<file path="config.mk">
export PLATFORM = sky130hd
export DESIGN_NAME = ifetch
export DESIGN_NICKNAME = d
export VERILOG_FILES = /design/src/rtl/ifetch.sv
export SDC_FILE = /design/constraint.sdc
export NUM_CORES = 1
export LEC_CHECK = 0
export CORE_UTILIZATION = 43
export DETAILED_ROUTE_END_ITERATION = 7
export HOLD_SLACK_MARGIN = 0.06
export PLACE_DENSITY = 0.76
export REMOVE_ABC_BUFFERS = 1
export SLEW_MARGIN = 20
export SYNTH_ARGS = -nofsm -noshare
export SYNTH_HDL_FRONTEND = slang
export SYNTH_SLANG_ARGS = --single-unit
</file>
<file path="constraint.sdc">
create_clock -name clk -period 1.82 [get_ports clk]
set_input_delay 0.364 -clock clk [delete_from_list [all_inputs] [get_ports clk]]
set_output_delay 0.364 -clock clk [all_outputs]
set_load 0.05 [all_outputs]
</file>
<file path="src/rtl/ifetch.sv">
// ifetch: single-outstanding-read instruction fetch stage.
//
// Reads one word at a time from instruction memory and buffers it for the
// decode stage. A redirect either restarts fetch immediately (no read in
// flight) or marks the in-flight read to be squashed, since the memory
// request must stay stable until it is acknowledged.
//
// Ports:
//   clk, rst_n          clock, asynchronous active-low reset
//   o_mem_req           instruction-memory read request
//   o_mem_addr[31:0]    word-aligned read address
//   i_mem_ack           read completes when high with o_mem_req
//   i_mem_rdata[31:0]   read word, valid in the ack cycle
//   o_valid             o_instr/o_pc hold a fetched instruction
//   o_instr[31:0]       fetched instruction word
//   o_pc[31:0]          address o_instr was fetched from
//   i_ready             decode accepts o_instr at this edge
//   i_redirect          redirect fetch to i_redirect_pc
//   i_redirect_pc[31:0] redirect target (bits [1:0] ignored)
module ifetch #(
  parameter logic [31:0] RESET_PC = 32'h0000_0000
) (
  input  logic        clk,
  input  logic        rst_n,
  output logic        o_mem_req,
  output logic [31:0] o_mem_addr,
  input  logic        i_mem_ack,
  input  logic [31:0] i_mem_rdata,
  output logic        o_valid,
  output logic [31:0] o_instr,
  output logic [31:0] o_pc,
  input  logic        i_ready,
  input  logic        i_redirect,
  input  logic [31:0] i_redirect_pc
);

  typedef enum logic {
    ST_REQ,
    ST_HOLD
  } state_t;

  localparam logic [31:0] RESET_PC_ALIGNED = RESET_PC & ~32'd3;

  state_t      state_q, state_d;
  logic        started_q;
  logic        squash_q, squash_d;
  logic [31:0] pc_q, pc_d;
  logic [31:0] tgt_q, tgt_d;
  logic        valid_q, valid_d;
  logic [31:0] instr_q, instr_d;
  logic [31:0] opc_q, opc_d;
  logic [31:0] redir_tgt;

  assign redir_tgt  = i_redirect_pc & ~32'd3;

  // The first cycle after reset release issues no request; started_q gates
  // the request so it appears on the first edge after release.
  assign o_mem_req  = started_q && (state_q == ST_REQ);
  assign o_mem_addr = pc_q;
  assign o_valid    = valid_q;
  assign o_instr    = instr_q;
  assign o_pc       = opc_q;

  always_comb begin
    state_d  = state_q;
    squash_d = squash_q;
    pc_d     = pc_q;
    tgt_d    = tgt_q;
    valid_d  = valid_q;
    instr_d  = instr_q;
    opc_d    = opc_q;
    unique case (state_q)
      ST_REQ: begin
        if (!started_q) begin
          // No read issued yet, so a redirect can retarget directly.
          if (i_redirect) pc_d = redir_tgt;
        end else if (i_mem_ack) begin
          squash_d = 1'b0;
          if (i_redirect) begin
            pc_d = redir_tgt;
          end else if (squash_q) begin
            pc_d = tgt_q;
          end else begin
            valid_d = 1'b1;
            instr_d = i_mem_rdata;
            opc_d   = pc_q;
            state_d = ST_HOLD;
          end
        end else if (i_redirect) begin
          // Read in flight: keep address stable, remember where to go.
          squash_d = 1'b1;
          tgt_d    = redir_tgt;
        end
      end
      ST_HOLD: begin
        if (i_redirect) begin
          valid_d = 1'b0;
          pc_d    = redir_tgt;
          state_d = ST_REQ;
        end else if (i_ready) begin
          valid_d = 1'b0;
          pc_d    = opc_q + 32'd4;
          state_d = ST_REQ;
        end
      end
      default: state_d = ST_REQ;
    endcase
  end

  always_ff @(posedge clk or negedge rst_n) begin
    if (!rst_n) begin
      state_q   <= ST_REQ;
      started_q <= 1'b0;
      squash_q  <= 1'b0;
      pc_q      <= RESET_PC_ALIGNED;
      tgt_q     <= '0;
      valid_q   <= 1'b0;
      instr_q   <= '0;
      opc_q     <= '0;
    end else begin
      state_q   <= state_d;
      started_q <= 1'b1;
      squash_q  <= squash_d;
      pc_q      <= pc_d;
      tgt_q     <= tgt_d;
      valid_q   <= valid_d;
      instr_q   <= instr_d;
      opc_q     <= opc_d;
    end
  end

endmodule

</file>
==> results.yml, run 1 <==
synth:
  synth_compound_area_share_pct: 12.8
  synth_ff_type: "dfrtp_1"
  synth_fa_ha_area_share_pct: 0.198
  synth_top_area_cell: "dfrtp_1"
  synth_seq_cells: 130
  ys_seq_area_share_pct: 51.4
  synth_top_family_by_area: "multiplexers"
  yosysWarnings: 0
  synth_area_leaders: "dfrtp_1 51%, mux2_1 14%, nand2_1 2.8%"
  ys_top_cells_by_count: "130 x dfrtp_1, 80 x mux2_1, 47 x nand2_1"
  yosysMostFrequentCell: "dfrtp_1"
  yosys.area_share.simple_pct: 11.3
  synth-async-reset-ratio_pct: 100
  synth.mux.area_fraction_pct: 18.2
  synth_top_area_share_pct: 51.4
  synth-xor-area-share_pct: 2.90
  syn_area_um2: 6330
  synth.distinct_cells: 57
  syn_avg_cell_area_um2: 11.3
  synth_edf_count: 0
  syn-instance-count: 562
grt:
  antenna_found_initial: 0
  grt_max_degree: 37
  globalRouteOverflowTotal: 0
  grt_pass1_wl_um: 29600
  grt_pass1_vias: 5787
  grtUsageTotal_pct: 26.2
critical_path:
  critical-path-top-delay-family: "buffers and inverters"
  r2r_end: "o_pc[14]$_DFFE_PN0P_"
  slowest_stage: "dfrtp_2"
  max_stage_delay_ns: 0.44
  critical_path_cell_count: 6
  endpoint: "o_pc[14]$_DFFE_PN0P_"
  path_common_cell: "buf_4"
  startpoint_type: "register"
  critPathKind: "reg2reg"
  cp-end-kind: "register"
  reg2reg_from: "state_q$_DFF_PN0_"
  r2r_cells: 6
  crit_start: "state_q$_DFF_PN0_"
  path_buf_inv: 4
  worstPathRequired_ns: 2.12
  path_cells: "buf_4, buf_4, inv_2, and4_4, buf_12, mux2_2"
  worstPathMaxFanout: 26
  reg2reg_slack_ns: -0.00006
  worst-endpoint-arrival_ns: 2.12
sta:
  setup_slack_ns: -0.0000555
  setup_tns_ns: -0.0000555
  skew_ns: 0.00926
  fin_crit_ns: 1.82
  slew_violations: 0
  fmax_mhz: 549
  hold_viol: 0
  worst_slew_pin_slew_ns: 0.520
  period_share_pct: 100
  slew_headroom_pct: 65.4
  holdWs_ns: 0.460
  rsz0062_at_grt: "yes"
  finalSetupViolCount: 1
finish:
  final_layout_size_suffix_gt1_share_pct: 30.3
  fillers: 1073
  finish.net_count: 858
  syn_to_final_growth_pct: 46.1
  antenna_cells: 0
  final_cells: 981
  final_util_pct: 65.4
place:
  portBuffers: 164
  dp_hpwl_um: 13000
  place_inst: 938
  routabilityCongestion: 0.862
floorplan:
  coreArea_um2: 14100
  ios: 167
  die_area_um2: 15200
  initial_core_util_pct: 44.8
  die_width_um: 123
  die_y_um: 123
  std_cell_rows: 43
clock_tree:
  cts_tree: "done"
  clkTransAtPathRegs_ns: 0.06
  cts_made_buffers: 17
  root_buffer: "clkbuf_16"
  htreeDepth: 4
  ctsLongestPathBuffers: 2
  clock-sinks: 130
  worstSkewPairLatency_ns: 0.43
drt:
  wire_per_inst_um: 19.5
  post-route-drc-count: 0
  firstDrtPassIters: 4
  vias: 5493
  routed_wirelength_um: 19100
  drt.antenna.violating_nets: 0
  vias_per_cell: 5.60
  first_iter_violations: 338
power_and_ir_drop:
  switching_share_pct: 41.6
  power.density_nw_per_um2: 1480
  intPower_mw: 8.02
  leakage_nw: 4.15
  p_switching_mw: 5.71
  seq_power_share_pct: 31.1
  pwr-share-comb_pct: 44.2
  p_total_mw: 13.7
  ir_worst_vdd_mv: 1.17
  clkPwrFrac_pct: 24.7
flow_run:
  maxCapViolCount: 0
worst_hold_path:
  hp-class: "in2async"
outcome:
  status: "complete, but fails checks"
  violations: "negative setup slack"
power by group through the flow:
| stage | clock (mW) | sequential, mW | combinational [mW] |
|---|---|---|---|
| 3_3_place_gp | 0 | 4.25 | 5.90 |
| 5_1_grt | 3.58 | 4.37 | 6.39 |
| 3_5_place_dp | 0 | 4.28 | 5.99 |
| 6_report | 3.39 | 4.28 | 6.06 |
| 4_1_cts | 3.43 | 4.26 | 6.03 |
| 2_1_floorplan | 0 | 6.64 | 1.17 |
cell type report:
class,count,area [um^2],area share (%)
clock buffer,23,478,5.17
clock inverter,9,105,1.14
inverter,10,37.5,0.406
multi-input combinational,387,2960,32.0
sequential,130,3250,35.2
tap,180,225,2.43
timing repair buffer,242,2190,23.7
sequential cells by signal, summed over array words and instances, names as in the netlist:
signal / flops
o_instr: 32
o_mem_addr: 32
o_pc: 32
o_valid: 1
squash_q: 1
started_q: 1
state_q: 1
tgt_q: 30
routing by layer:
metal	share of wire, %	GRT usage, %	vias to the layer above
met2	49	42.7	226
met1	41	31.5	2735
li1	-	-	2506
met3	8.2	8.63	26
met5	0	0	-
met4	1.9	11.4	0
placed cells by master, fill, tap and decap left out, types with 4 or more instances in the layout:
cell and n:
a21oi_1 26, a22oi_1 5, a2bb2oi_1 7, a31oi_1 7, buf_12 14, buf_4 157, clkbuf_16 18, clkdlybuf4s50_1 65
clkinv_2 4, dfrtp_1 129, inv_1 7, mux2_1 79, mux2_2 10, mux2i_1 15, nand2_1 47, nand3_1 11
nand4_1 5, nor2_1 26, nor2b_1 11, nor3_1 8, nor3_2 6, o21ai_0 26, o21ai_1 8, o221ai_1 11
o22a_1 8, xnor2_1 11, xor2_1 10
worst min path at each step:
stage | end | startpoint | cells after the start
after detailed placement | tgt_q[27]$_DFFE_PN0P_ | rst_n | 1
after CTS | o_mem_addr[29]$_DFFE_PN0P_ | rst_n | 2
after floorplan | o_instr[0]$_DFFE_PN0P_ | rst_n | 0
final | o_pc[29]$_DFFE_PN0P_ | rst_n | 2
after global routing | o_mem_addr[29]$_DFFE_PN0P_ | rst_n | 2
after global placement | tgt_q[27]$_DFFE_PN0P_ | rst_n | 1
cells by family (layout without fill, tap and decap cells):
family | count (synthesis) | after routing
buffers and inverters | 46 | 284
AOI/OAI and AO/OA | 120 | 120
other | 1 | 1
adders and majority gates | 1 | 1
DFF | 130 | 130
and+or+nand+nor | 139 | 140
muxes | 104 | 104
xor gates and xnor gates | 21 | 21
metrics by stage:
stage                     area [um^2]  setup WS (ns)
after floorplan                  6170          -1.72
after global placement           8460         -0.353
after detailed placement         8460         -0.390
after CTS                        9140       -0.00185
after global routing             9250        -0.0690
final                            9250     -0.0000555
repair_timing:
item                                    CTS  global route
gates resized for setup                   8            18
gates cloned                              0             2
endpoints found under the hold margin    29             0
hold buffers                              1             0
buffers inserted                          7             1
pin swaps                                 2             3
endpoints found under the setup margin    6            80
(Power assumes the default switching activity.)
==> run 2: changes to the inputs <==
--- a/config.mk
+++ b/config.mk
@@ -5,10 +5,9 @@
 export SDC_FILE = /design/constraint.sdc
 export NUM_CORES = 1
 export LEC_CHECK = 0
-export CORE_UTILIZATION = 43
+export CORE_UTILIZATION = 49
 export DETAILED_ROUTE_END_ITERATION = 7
-export HOLD_SLACK_MARGIN = 0.06
-export PLACE_DENSITY = 0.76
+export PLACE_DENSITY = 0.85
 export REMOVE_ABC_BUFFERS = 1
 export SLEW_MARGIN = 20
 export SYNTH_ARGS = -nofsm -noshare
==> run 2 against run 1 <==
The flow now finishes without violations. Register-to-register slack better by 0.02 ns. Via count up 3.7%. Fmax up 1.2%. Critical path type unchanged. Critical endpoint is now o_mem_addr[27]$_DFFE_PN0P_. Largest power group unchanged.
==> results.yml, run 2 (synthesis results as in run 1) <==
outcome:
  status: "finished clean"
finish:
  layout_common_cells: "171 x buf_4, 128 x dfrtp_1, 80 x mux2_1, 65 x clkdlybuf4s50_1, 47 x nand2_1"
  multi_input_area_um2: 2910
  fillers: 820
  antenna_cells: 0
  post-route-cell-area_um2: 9230
  regArea_um2: 3260
  finish.net_count: 866
  final_layout_size_suffix_gt1_share_pct: 30.3
  syn_to_final_growth_pct: 45.7
  layout_commonest_cell: "buf_4"
drt:
  vias_per_cell: 5.81
  drt.antenna.violating_nets: 0
  wire_per_inst_um: 19.6
  firstDrtPassIters: 7
  post-route-drc-count: 0
  vias: 5697
  routed_wirelength_um: 19300
  first_iter_violations: 521
grt:
  grt_max_degree: 39
  antenna_found_initial: 0
  grt_pass1_wl_um: 30100
  grt_pass1_vias: 5803
  grtUsageTotal_pct: 30.1
  globalRouteOverflowTotal: 0
clock_tree:
  ctsLongestPathBuffers: 2
  cts_tree: "done"
  htreeDepth: 4
  worstSkewPairLatency_ns: 0.42
  clock-sinks: 130
  cts_made_buffers: 17
  clkTransAtPathRegs_ns: 0.06
  root_buffer: "clkbuf_16"
place:
  portBuffers: 164
  routabilityCongestion: 0.873
  placed_area_um2: 8490
  dp_hpwl_um: 13100
critical_path:
  startpoint_type: "register"
  worst-endpoint-arrival_ns: 2.14
  critPathKind: "reg2reg"
  cp-end-kind: "register"
  worstPathMaxFanout: 12
  r2r_cells: 6
  worstPathRequired_ns: 2.16
power_and_ir_drop:
  ir_worst_vdd_mv: 0.883
  power.density_nw_per_um2: 1490
  p_total_mw: 13.8
  leakage_nw: 4.16
sta:
  slew_violations: 0
  skew_ns: 0.00922
  fmax_mhz: 556
  rsz0062_at_grt: "yes"
  finalSetupViolCount: 0
  hold_viol: 0
  period_share_pct: 98.8
  fin_crit_ns: 1.80
  setup_tns_ns: 0
floorplan:
  ios: 167
  initial_core_util_pct: 50.2
  die_area_um2: 13400
  die_y_um: 116
  coreArea_um2: 12600
  std_cell_rows: 41
  die_width_um: 116
flow_run:
  maxCapViolCount: 0
worst_hold_path:
  hp-class: "in2async"
run 2: cell types whose count changed in the layout (fill, tap and decap cells not counted), sizes merged:
cell	delta
clkinvlp	+1
clkinv	-1
buf	+9
bufinv	+1
clkbuf	-1
nand4bb	-1
run 2: worst paths after layout:
| check | start | end | slack, ns |
|---|---|---|---|
| max in group asynchronous | rst_n | o_mem_addr[21]$_DFFE_PN0P_ | 0.79 |
| worst max register to register | o_pc[12]$_DFFE_PN0P_ | o_mem_addr[27]$_DFFE_PN0P_ | 0.02 |
| worst min register to register | o_instr[10]$_DFFE_PN0P_ | o_instr[10]$_DFFE_PN0P_ | 0.48 |
| worst max-delay path | o_pc[12]$_DFFE_PN0P_ | o_mem_addr[27]$_DFFE_PN0P_ | 0.02 |
| worst min-delay path | rst_n | tgt_q[4]$_DFFE_PN0P_ | 0.46 |
| min in group clk | o_instr[10]$_DFFE_PN0P_ | o_instr[10]$_DFFE_PN0P_ | 0.48 |
run 2: layer usage:
layer	vias up	routed length (um)	track usage [%]
met4	0	673	16.8
met2	282	10000	51.1
met1	2858	7400	35.8
met3	51	1140	6.43
li1	2506	-	-
met5	-	0	0
run 2: cell type report:
class                   instances  area share [%]
repair buffers                251            24.0
clock buffers                  22            4.92
well taps                     172            2.33
multi-input cells             386            31.6
inverters                      10           0.407
clock inverters                10            1.45
flip-flops and latches        130            35.3
run 2: where the power goes:
part	switching, mW	internal, mW
clock	1.27	2.18
combinational	3.88	2.19
sequential	0.581	3.69
run 2: critical path, cell delays in order (launching register included):
cell	delay [ns]
dfrtp_1	0.42
nand3_2	0.13
nand4bb_4	0.39
buf_4	0.24
nor3_2	0.17
xnor2_1	0.16
a2bb2oi_1	0.20
run 2: what timing repair did:
action	in CTS	in global routing
setup endpoints to repair	3	20
hold buffers	1	0
gates cloned	0	1
gates resized for setup	9	7
pin swaps	2	5
buffers inserted	1	8
endpoints found under the hold margin	27	0
run 2: through the flow:
stage / hold WS [ns] / utilization [%] / cells / setup WS, ns
finish: 0.464 / 73.1 / 981 / 0.0216
global route: 0.489 / 73.1 / 981 / -0.0520
CTS: 0.436 / 72.3 / 972 / 0.00703
detailed placement: 0.329 / 67.3 / 938 / -0.353
global placement: 0.322 / 67.3 / 938 / -0.295
floorplan: 0.0684 / - / 526 / -1.72
